## src/rtl/als_light_monitor_pkg.sv

```systemverilog
// Shared constants for the ambient-light monitor: FSM encodings, min/max
// reset values and the hysteresis decision used by the dark flag.
package als_light_monitor_pkg;

    // Fill/run state encodings
    localparam logic [0:0] S_FILL = 1'b0;
    localparam logic [0:0] S_RUN  = 1'b1;

    // min starts at the top of the range and max at the bottom so the first
    // accepted sample replaces both
    localparam logic [7:0] MIN_INIT = 8'hFF;
    localparam logic [7:0] MAX_INIT = 8'h00;

    // Hysteresis: below lo -> dark, above hi -> light, in between -> hold
    function automatic logic hyst_next(input logic        cur,
                                       input logic [7:0]  a,
                                       input int unsigned lo,
                                       input int unsigned hi);
        logic r;
        r = cur;
        if (32'(a) < lo)
            r = 1'b1;
        else if (32'(a) > hi)
            r = 1'b0;
        return r;
    endfunction

endpackage

```

## src/rtl/als_sample_timer.sv

```systemverilog
// Free-running sample period counter: counts 0..SAMPLE_PERIOD-1 and wraps,
// stb is high for the whole cycle in which the count is at its last value.
module als_sample_timer
    import als_light_monitor_pkg::*;
#(
    parameter int unsigned SAMPLE_PERIOD = 1000
) (
    input  logic clk,
    input  logic rst_n,
    input  logic clear,
    output logic stb
);

    localparam int unsigned CW = (SAMPLE_PERIOD > 2) ? $clog2(SAMPLE_PERIOD) : 1;
    localparam logic [CW-1:0] LAST = CW'(SAMPLE_PERIOD - 1);

    logic [CW-1:0] r_cnt;

    // Period counter; clear restarts the period from zero
    always_ff @(posedge clk or negedge rst_n) begin
        if (!rst_n)
            r_cnt <= '0;
        else if (clear || r_cnt == LAST)
            r_cnt <= '0;
        else
            r_cnt <= r_cnt + CW'(1);
    end

    assign stb = (r_cnt == LAST);

endmodule

```

## src/rtl/als_light_monitor.sv

```systemverilog
// Ambient light statistics: periodic sampling of an 8-bit light level into
// an N-deep window, windowed mean with fill tracking, a hysteresis dark flag
// and running min/max since reset or clear.
module als_light_monitor
    import als_light_monitor_pkg::*;
#(
    parameter int unsigned SAMPLE_PERIOD = 1000,
    parameter int unsigned AVG_LOG2      = 3,
    parameter int unsigned TH_LOW        = 40,
    parameter int unsigned TH_HIGH       = 60
) (
    input  logic       clk,
    input  logic       rst_n,
    input  logic [7:0] value,
    input  logic       clear,
    output logic       sample_stb,
    output logic [7:0] avg,
    output logic       avg_valid,
    output logic       dark,
    output logic [7:0] min_val,
    output logic [7:0] max_val
);

    localparam int unsigned N  = 1 << AVG_LOG2;
    localparam int unsigned SW = 8 + AVG_LOG2;
    localparam int unsigned AW = AVG_LOG2;

    logic            w_tmr_stb;
    logic            w_sample;
    logic [7:0]      w_oldest;
    logic [SW-1:0]   w_sum_next;
    logic [7:0]      w_avg_next;

    logic [7:0]      r_buf [N];
    logic [AW-1:0]   r_wptr;
    logic [SW-1:0]   r_sum;
    logic [AW-1:0]   r_fill_cnt;
    logic [0:0]      r_state;
    logic            r_upd;
    logic [7:0]      r_avg;
    logic            r_avg_valid;
    logic            r_dark;
    logic [7:0]      r_min;
    logic [7:0]      r_max;

    als_sample_timer #(
        .SAMPLE_PERIOD (SAMPLE_PERIOD)
    ) u_timer (
        .clk   (clk),
        .rst_n (rst_n),
        .clear (clear),
        .stb   (w_tmr_stb)
    );

    // A sample coinciding with clear is dropped entirely, strobe included
    assign w_sample   = w_tmr_stb & ~clear;
    assign sample_stb = w_sample;

    // The entry under the write pointer is the one about to be overwritten.
    // Intermediate wrap in sum+value-oldest is harmless: the result always
    // fits SW bits because it is the sum of N bytes.
    assign w_oldest   = r_buf[r_wptr];
    assign w_sum_next = r_sum + SW'(value) - SW'(w_oldest);
    assign w_avg_next = r_sum[SW-1:AW];

    // Circular window, write pointer and running sum
    always_ff @(posedge clk or negedge rst_n) begin
        if (!rst_n) begin
            for (int i = 0; i < int'(N); i++) r_buf[i] <= '0;
            r_wptr <= '0;
            r_sum  <= '0;
        end else if (clear) begin
            for (int i = 0; i < int'(N); i++) r_buf[i] <= '0;
            r_wptr <= '0;
            r_sum  <= '0;
        end else if (w_sample) begin
            r_buf[r_wptr] <= value;
            r_wptr        <= r_wptr + AW'(1);
            r_sum         <= w_sum_next;
        end
    end

    // Fill tracking: S_RUN once N real samples are in the window
    always_ff @(posedge clk or negedge rst_n) begin
        if (!rst_n) begin
            r_state    <= S_FILL;
            r_fill_cnt <= '0;
        end else if (clear) begin
            r_state    <= S_FILL;
            r_fill_cnt <= '0;
        end else if (w_sample && r_state == S_FILL) begin
            if (r_fill_cnt == AW'(N - 1))
                r_state <= S_RUN;
            else
                r_fill_cnt <= r_fill_cnt + AW'(1);
        end
    end

    // One-cycle marker that the sum just changed; avg follows on the next edge
    always_ff @(posedge clk or negedge rst_n) begin
        if (!rst_n)
            r_upd <= 1'b0;
        else if (clear)
            r_upd <= 1'b0;
        else
            r_upd <= w_sample;
    end

    // Registered mean, validity and dark flag, all moving on the same edge
    always_ff @(posedge clk or negedge rst_n) begin
        if (!rst_n) begin
            r_avg       <= '0;
            r_avg_valid <= 1'b0;
            r_dark      <= 1'b0;
        end else if (clear) begin
            r_avg       <= '0;
            r_avg_valid <= 1'b0;
            r_dark      <= 1'b0;
        end else if (r_upd) begin
            r_avg <= w_avg_next;
            if (r_state == S_RUN) begin
                r_avg_valid <= 1'b1;
                r_dark      <= hyst_next(r_dark, w_avg_next, TH_LOW, TH_HIGH);
            end
        end
    end

    // Extremes of raw samples since reset or clear
    always_ff @(posedge clk or negedge rst_n) begin
        if (!rst_n) begin
            r_min <= MIN_INIT;
            r_max <= MAX_INIT;
        end else if (clear) begin
            r_min <= MIN_INIT;
            r_max <= MAX_INIT;
        end else if (w_sample) begin
            if (value < r_min) r_min <= value;
            if (value > r_max) r_max <= value;
        end
    end

    assign avg       = r_avg;
    assign avg_valid = r_avg_valid;
    assign dark      = r_dark;
    assign min_val   = r_min;
    assign max_val   = r_max;

endmodule

```

## config.mk

```make
export PLATFORM = sky130hd
export DESIGN_NAME = als_light_monitor
export DESIGN_NICKNAME = d
export VERILOG_FILES = /design/src/rtl/als_light_monitor_pkg.sv /design/src/rtl/als_sample_timer.sv /design/src/rtl/als_light_monitor.sv
export SDC_FILE = /design/constraint.sdc
export NUM_CORES = 1
export LEC_CHECK = 0
export ABC_AREA = 1
export BUFFER_PORTS_ARGS = -buffer_cell sky130_fd_sc_hd__buf_2
export CORE_UTILIZATION = 60
export DETAILED_ROUTE_END_ITERATION = 16
export PLACE_DENSITY = 0.75
export SETUP_SLACK_MARGIN = 0.5
export SKIP_CTS_REPAIR_TIMING = 1
export SLEW_MARGIN = 20
export SYNTH_ARGS = -nofsm -noshare
export SYNTH_HDL_FRONTEND = slang
export SYNTH_HIERARCHICAL = 1
export SYNTH_SLANG_ARGS = --single-unit
export TNS_END_PERCENT = 30
```

## constraint.sdc

```tcl
create_clock -name clk -period 3.87 [get_ports clk]
set_clock_uncertainty 0.15 [all_clocks]
set_input_delay 0 -clock clk [delete_from_list [all_inputs] [get_ports clk]]
set_output_delay 0 -clock clk [all_outputs]
set_load 0.02 [all_outputs]
```

# Word level (Yosys, flattened, before mapping)
# Cells that the tools add are included.
[word_totals]
memories = 0
ff_bits = 119
input_bits = 11
wordCells = 90
ram_bits = 0
latchBits = 0
out_inout_bits = 27
romBits = 0
[classes]
add_sub_neg = 5
shifts = 0
div = 0
mul = 0
order_cmp = 6
n_bitwise = 4
muxes = 36
eq_ne = 3
n_reduce_logical = 17
[op_table]
columns = ["operator", "n"]
rows = [
  ["two-way mux 64 bit", 2],
  ["two-way mux 8 bit", 11],
  ["bitwise mux 64 bit", 1],
  ["binary-select mux 8 bit (select 3 bit)", 1],
  ["demux 8 bit (select 3 bit)", 1],
  ["two-way mux 11 bit", 2],
  ["two-way mux 3 bit", 5],
  ["nonzero test 2 bit", 7],
  ["two-way mux 1 bit", 12],
  ["adder 11 x 8 -> 11 bit", 1],
  ["subtractor 11 x 8 -> 11 bit", 1],
  ["adder 10 x 1 -> 10 bit, second input constant", 1],
  ["equality test 10 bit, second input constant", 1],
  ["two-way mux 10 bit", 1],
  ["AND reduction 2 bit", 5],
  ["greater-than comparator 8 x 6 -> 1 bit, second input constant", 1],
  ["greater-than comparator 8 bit", 1],
  ["less-than comparator 8 x 6 -> 1 bit, second input constant", 1],
  ["less-than comparator 8 bit", 1],
  ["adder 3 x 1 -> 3 bit, second input constant", 2],
  ["greater-or-equal comparator 4 bit, second input constant", 1],
  ["less-than comparator 4 x 1 -> 1 bit, second input constant", 1],
  ["inverter 3 -> 4 bit", 1],
  ["equality test 3 bit, second input constant", 1],
  ["other kinds (7)", 9],
]

# Longest topological paths before layout
[logic_depth]
depth_word = 8
ltp_mapped = 19
depth_no_buf = 19

# By module
# Netlist, hierarchy kept.
[by_module_without_submodules]
columns = ["module", "seq_area_each_um2", "cells_per_inst", "n_inst", "area_each_um2"]
rows = [
  ["als_light_monitor", 2737.6, 716, 1, 5886.9],
  ["als_sample_timer", 250.2, 71, 1, 546.8],
]

# Least setup slack after synthesis
# Ideal clock, no wire load.
[synth_path]
path_type = "register -> register"
start = "register r_wptr[0]"
end = "register r_sum[8]"
setup_time_ps = 120
arrival_ps = 2557
period_less_slack_ps = 2827
setup_slack_ps = 1043
required_time_ps = 3600
n_path_buf = 0
stages_incl_launch_ff = 16
path_cell_list = "dfrtp_1 -> inv_1 -> nand3_1 -> inv_2 -> a22oi_1 -> nand4_1 -> fa_1 -> fa_1 -> inv_1 -> nand3_1 -> nand3_1 -> nand2_1 -> nand2_1 -> nand2_1 -> nand3_1 -> nand2_1"
[synth_between]
elab_chain_cells = 7
[synth_lines]
columns = ["element", "line", "rtl"]
rows = [
  ["start, declared", "als_light_monitor.sv:35", "logic [AW-1:0] r_wptr;"],
  ["start signal, assigned", "als_light_monitor.sv:78", "r_wptr <= r_wptr + AW'(1);"],
  ["inverter 3 -> 4 bit (not written as such)", "als_light_monitor.sv:62", "assign w_oldest = r_buf[r_wptr];"],
  ["binary-select mux 8 bit (select 3 bit)", "als_light_monitor.sv:62", ""],
  ["two-way mux 8 bit (not written as such) (2 in a row)", "als_light_monitor.sv:62", ""],
  ["subtractor 11 x 8 -> 11 bit", "als_light_monitor.sv:63", "assign w_sum_next = r_sum + SW'(value) - SW'(w_oldest);"],
  ["two-way mux 11 bit", "als_light_monitor.sv:76", "end else if (w_sample) begin"],
  ["two-way mux 11 bit", "als_light_monitor.sv:72", "end else if (clear) begin"],
  ["end signal, assigned", "als_light_monitor.sv:79", "r_sum <= w_sum_next;"],
  ["end, declared", "als_light_monitor.sv:36", "logic [SW-1:0] r_sum;"],
]
# No other way between the ends. The select of a mux whose other input is x is not followed.
# A chain may end at the register's enable or synchronous reset.

# Worst setup path in the final report
[layout_path]
start = "register r_wptr[2]"
end = "register r_sum[6]"
# The elaborated chain is that of the path after synthesis.

==> impl_metrics.csv <==
group,metric,value,unit
outcome,outcome,"finished, final reports clean",
timing,rsz0062_at_grt,"false",
die,start_util,62.0,%
die,coreArea,10400,µm²
final_layout,final_common_cell,"nand2_1",
setup_path,startpoint_type,"flip-flop",
clocking,cts_buffers,17,
global_routing,antenna_found_initial,0,
clocking,clkTransAtPathRegs,60,ps
route,wl_per_cell,16.8,µm
setup_path,reg2regPathDepth,15,
logic_synthesis,synth_cell_type_count,34,
timing,hold_viol_final,0,
pwr,power,3.18,mW
logic_synthesis,synth_area,6430,µm²
timing,drv_slew,0,
setup_path,cp_max_fo,7,
setup_path,r2r_slack,660,ps
pwr,vdd.ir_drop.worst,242,µV
logic_synthesis,ys_ff_latch,119,
logic_synthesis,syn_avg_cell_area,8.17,µm²
setup_path,reg2reg_from,"r_wptr[2]$_DFFE_PN0P_",
clocking,cts-root-buf,"clkbuf_8",
route,drtIter0Drc,573,
timing,relSlewSlack,45.1,%
setup_path,path_depth,15,
setup_path,arrival,3500,ps
timing,tightest_slew,823,ps
route,ant_nets,0,
final_layout,diodes,0,
setup_path,r2r-end,"r_sum[6]$_DFFE_PN0P_",
hold_path,min_path_type,"in2reg",
placement,io_buffers,37,
die,die_area,11100,µm²
logic_synthesis,yosysWarnings,6,
timing,finalCritPeriodShare,83.0,%
die,die_w,106,µm
setup_path,crit_type,"reg2reg",
setup_path,crit_required,4160,ps
clocking,cts_tree,"yes",
final_layout,layout.nets,899,
setup_path,end_kind,"flip-flop",
route,vias_per_cell,5.75,
global_routing,grt_max_degree,47,
logic_synthesis,yosysSeqAreaShare,46.4,%
pwr,p_leak,3.77,nW
setup_path,crit_path_frequent_cell,"nand2_1",
logic_synthesis,synth_nets,838,
clocking,cts.sinks,119,
setup_path,slowest_stage,"dfrtp_2",
route,routed_wl,16700,µm
die,die_height,106,µm
timing,max_freq,311,MHz
global_routing,grt_pass1_wl,26800,µm
final_layout,synthToLayoutAreaGrowth,18.2,%
clocking,insertion_delay,540,ps
route,vias,5737,
timing,finalSetupTns,0,ps
placement,place.gp.congestion,0.923,
route,firstDrtPassIters,6,
global_routing,grt_pass1_vias,5536,
timing,setup_viol,0,
setup_path,cp_num_buf_inv,3,
clocking,htreeDepth,4,
setup_path,startpoint,"r_wptr[2]$_DFFE_PN0P_",
final_layout,fill_cells,798,
die,num_rows,37,
timing,finalCriticalPeriod,3210,ps
run,drv_cap,0,
clocking,clockBufferDepth,2,
die,ioPinCount,38,
final_layout,layout.cells.most_common_list,"nand2_1 (158), inv_1 (145), dfrtp_1 (108)",
logic_synthesis,synth_cells,787,
global_routing,grt_overflow_total,0,
global_routing,grtUsageTotal,31.8,%
setup_path,critPathCapture,"r_sum[6]$_DFFE_PN0P_",
placement,dp_hpwl,11600,µm
pwr,pwr_density_cell,418,nW/µm²
setup_path,crit_chain,"inv_1, nand3_1, inv_1, a22oi_1, nand4_1, fa_1, inv_1, ha_1, nand3_1, nand3_1, nand2_1, nand2_1, nand2_1, nand2_1, o21ai_0",
setup_path,critPathMaxStageDelay,500,ps
setup_path,path_delay_family,"simple AND/OR/NAND/NOR gates",
final_layout,layout-drive-gt1-share,14.1,%
route,drc_errors,0,
[kinds of logic after synthesis]
group	Yosys count	synth area share, %
buf+inv	169	10.2
flops	119	46.4
xor+xnor	3	0.408
compound gates	136	12.5
simple gates	320	21.7
fa+ha+maj	40	8.71
[worst register-to-register path, stage by stage, from the launching register on]
cell     delay (ps)
dfrtp_2         500
inv_1           120
nand3_1         190
inv_1           150
a22oi_1         230
nand4_1         150
fa_1            500
inv_1            50
ha_1            370
nand3_1         120
nand3_1         140
nand2_1         100
nand2_1          60
nand2_1          70
nand2_1          40
o21ai_0         170
[Yosys cell counts, drive strengths merged]
master  instances  area [µm²]
o22ai          65         407
o21ai          39         195
a22oi           9        67.6
xor2            3        26.3
dfrtp         111        2780
fa              8         160
dfstp           8         210
or2             1        6.26
nand3          81         415
nand4           9        56.3
inv           152         571
a21o            2        15.0
nor2           57         236
nand3b          2        15.0
nor3            5        36.3
a21oi          17        88.8
a22o            2        17.5
o21bai          1        7.51
nand2         165         632
clkbuf          5        18.8
ha             32         400
o21a            1        7.51
buf            12        66.3
[through the flow]
step | instances | utilization [%] | hold slack [ps] | cell area, µm² | worst slack, ps
finish | 997 | 73.4 | 248 | 7610 | 658
global route | 997 | 73.4 | 284 | 7610 | 457
CTS | 980 | 71.1 | -658 | 7380 | 550
detailed placement | 948 | 65.1 | -102 | 6750 | 591
global placement | 948 | 65.1 | -103 | 6750 | 659
floorplan | 787 | - | -446 | 6430 | 1040
[worst min-delay path by stage]
stage | start | endpoint | slack [ps] | cells after the start
2_1_floorplan | rst_n | avg[0]$_DFFE_PN0P_ | -450 | 0
3_3_place_gp | rst_n | u_timer/r_cnt[5]$_DFF_PN0_ | -100 | 1
3_5_place_dp | rst_n | u_timer/r_cnt[5]$_DFF_PN0_ | -100 | 1
4_1_cts | rst_n | u_timer/r_cnt[5]$_DFF_PN0_ | -660 | 1
5_1_grt | clear | avg_valid$_DFFE_PN0P_ | 280 | 3
6_report | clear | avg_valid$_DFFE_PN0P_ | 250 | 3
[power by group]
group	internal (mW)	switching [mW]
Combinational	0.0777	0.168
Sequential	1.26	0.00882
Clock	1.07	0.596
[flip-flops by register name, indices dropped and copies added, names as in the netlist]
| signal | flops |
|---|---|
| r_buf | 64 |
| r_sum | 11 |
| u_timer/r_cnt | 10 |
| avg | 8 |
| max_val | 8 |
| min_val | 8 |
| r_fill_cnt | 3 |
| r_wptr | 3 |
| avg_valid | 1 |
| dark | 1 |
| r_state | 1 |
| r_upd | 1 |
[per-layer routing]
metal	GRT usage [%]	vias to the layer above	share of wire, %
li1	-	2701	-
met5	0	-	0
met1	42.6	2745	44
met2	48.5	254	45
met4	13.0	0	3.1
met3	9.40	37	7.4
[layout make-up]
cell class	instances	area, µm²	share of cell area, %
well taps	136	170	2.24
flip-flops and latches	119	2990	39.3
repair buffers	59	400	5.26
clock inverters	13	195	2.57
inverters	152	574	7.55
clock buffers	19	432	5.67
multi-input cells	499	2840	37.4
Power figures use the tool's default switching activity.
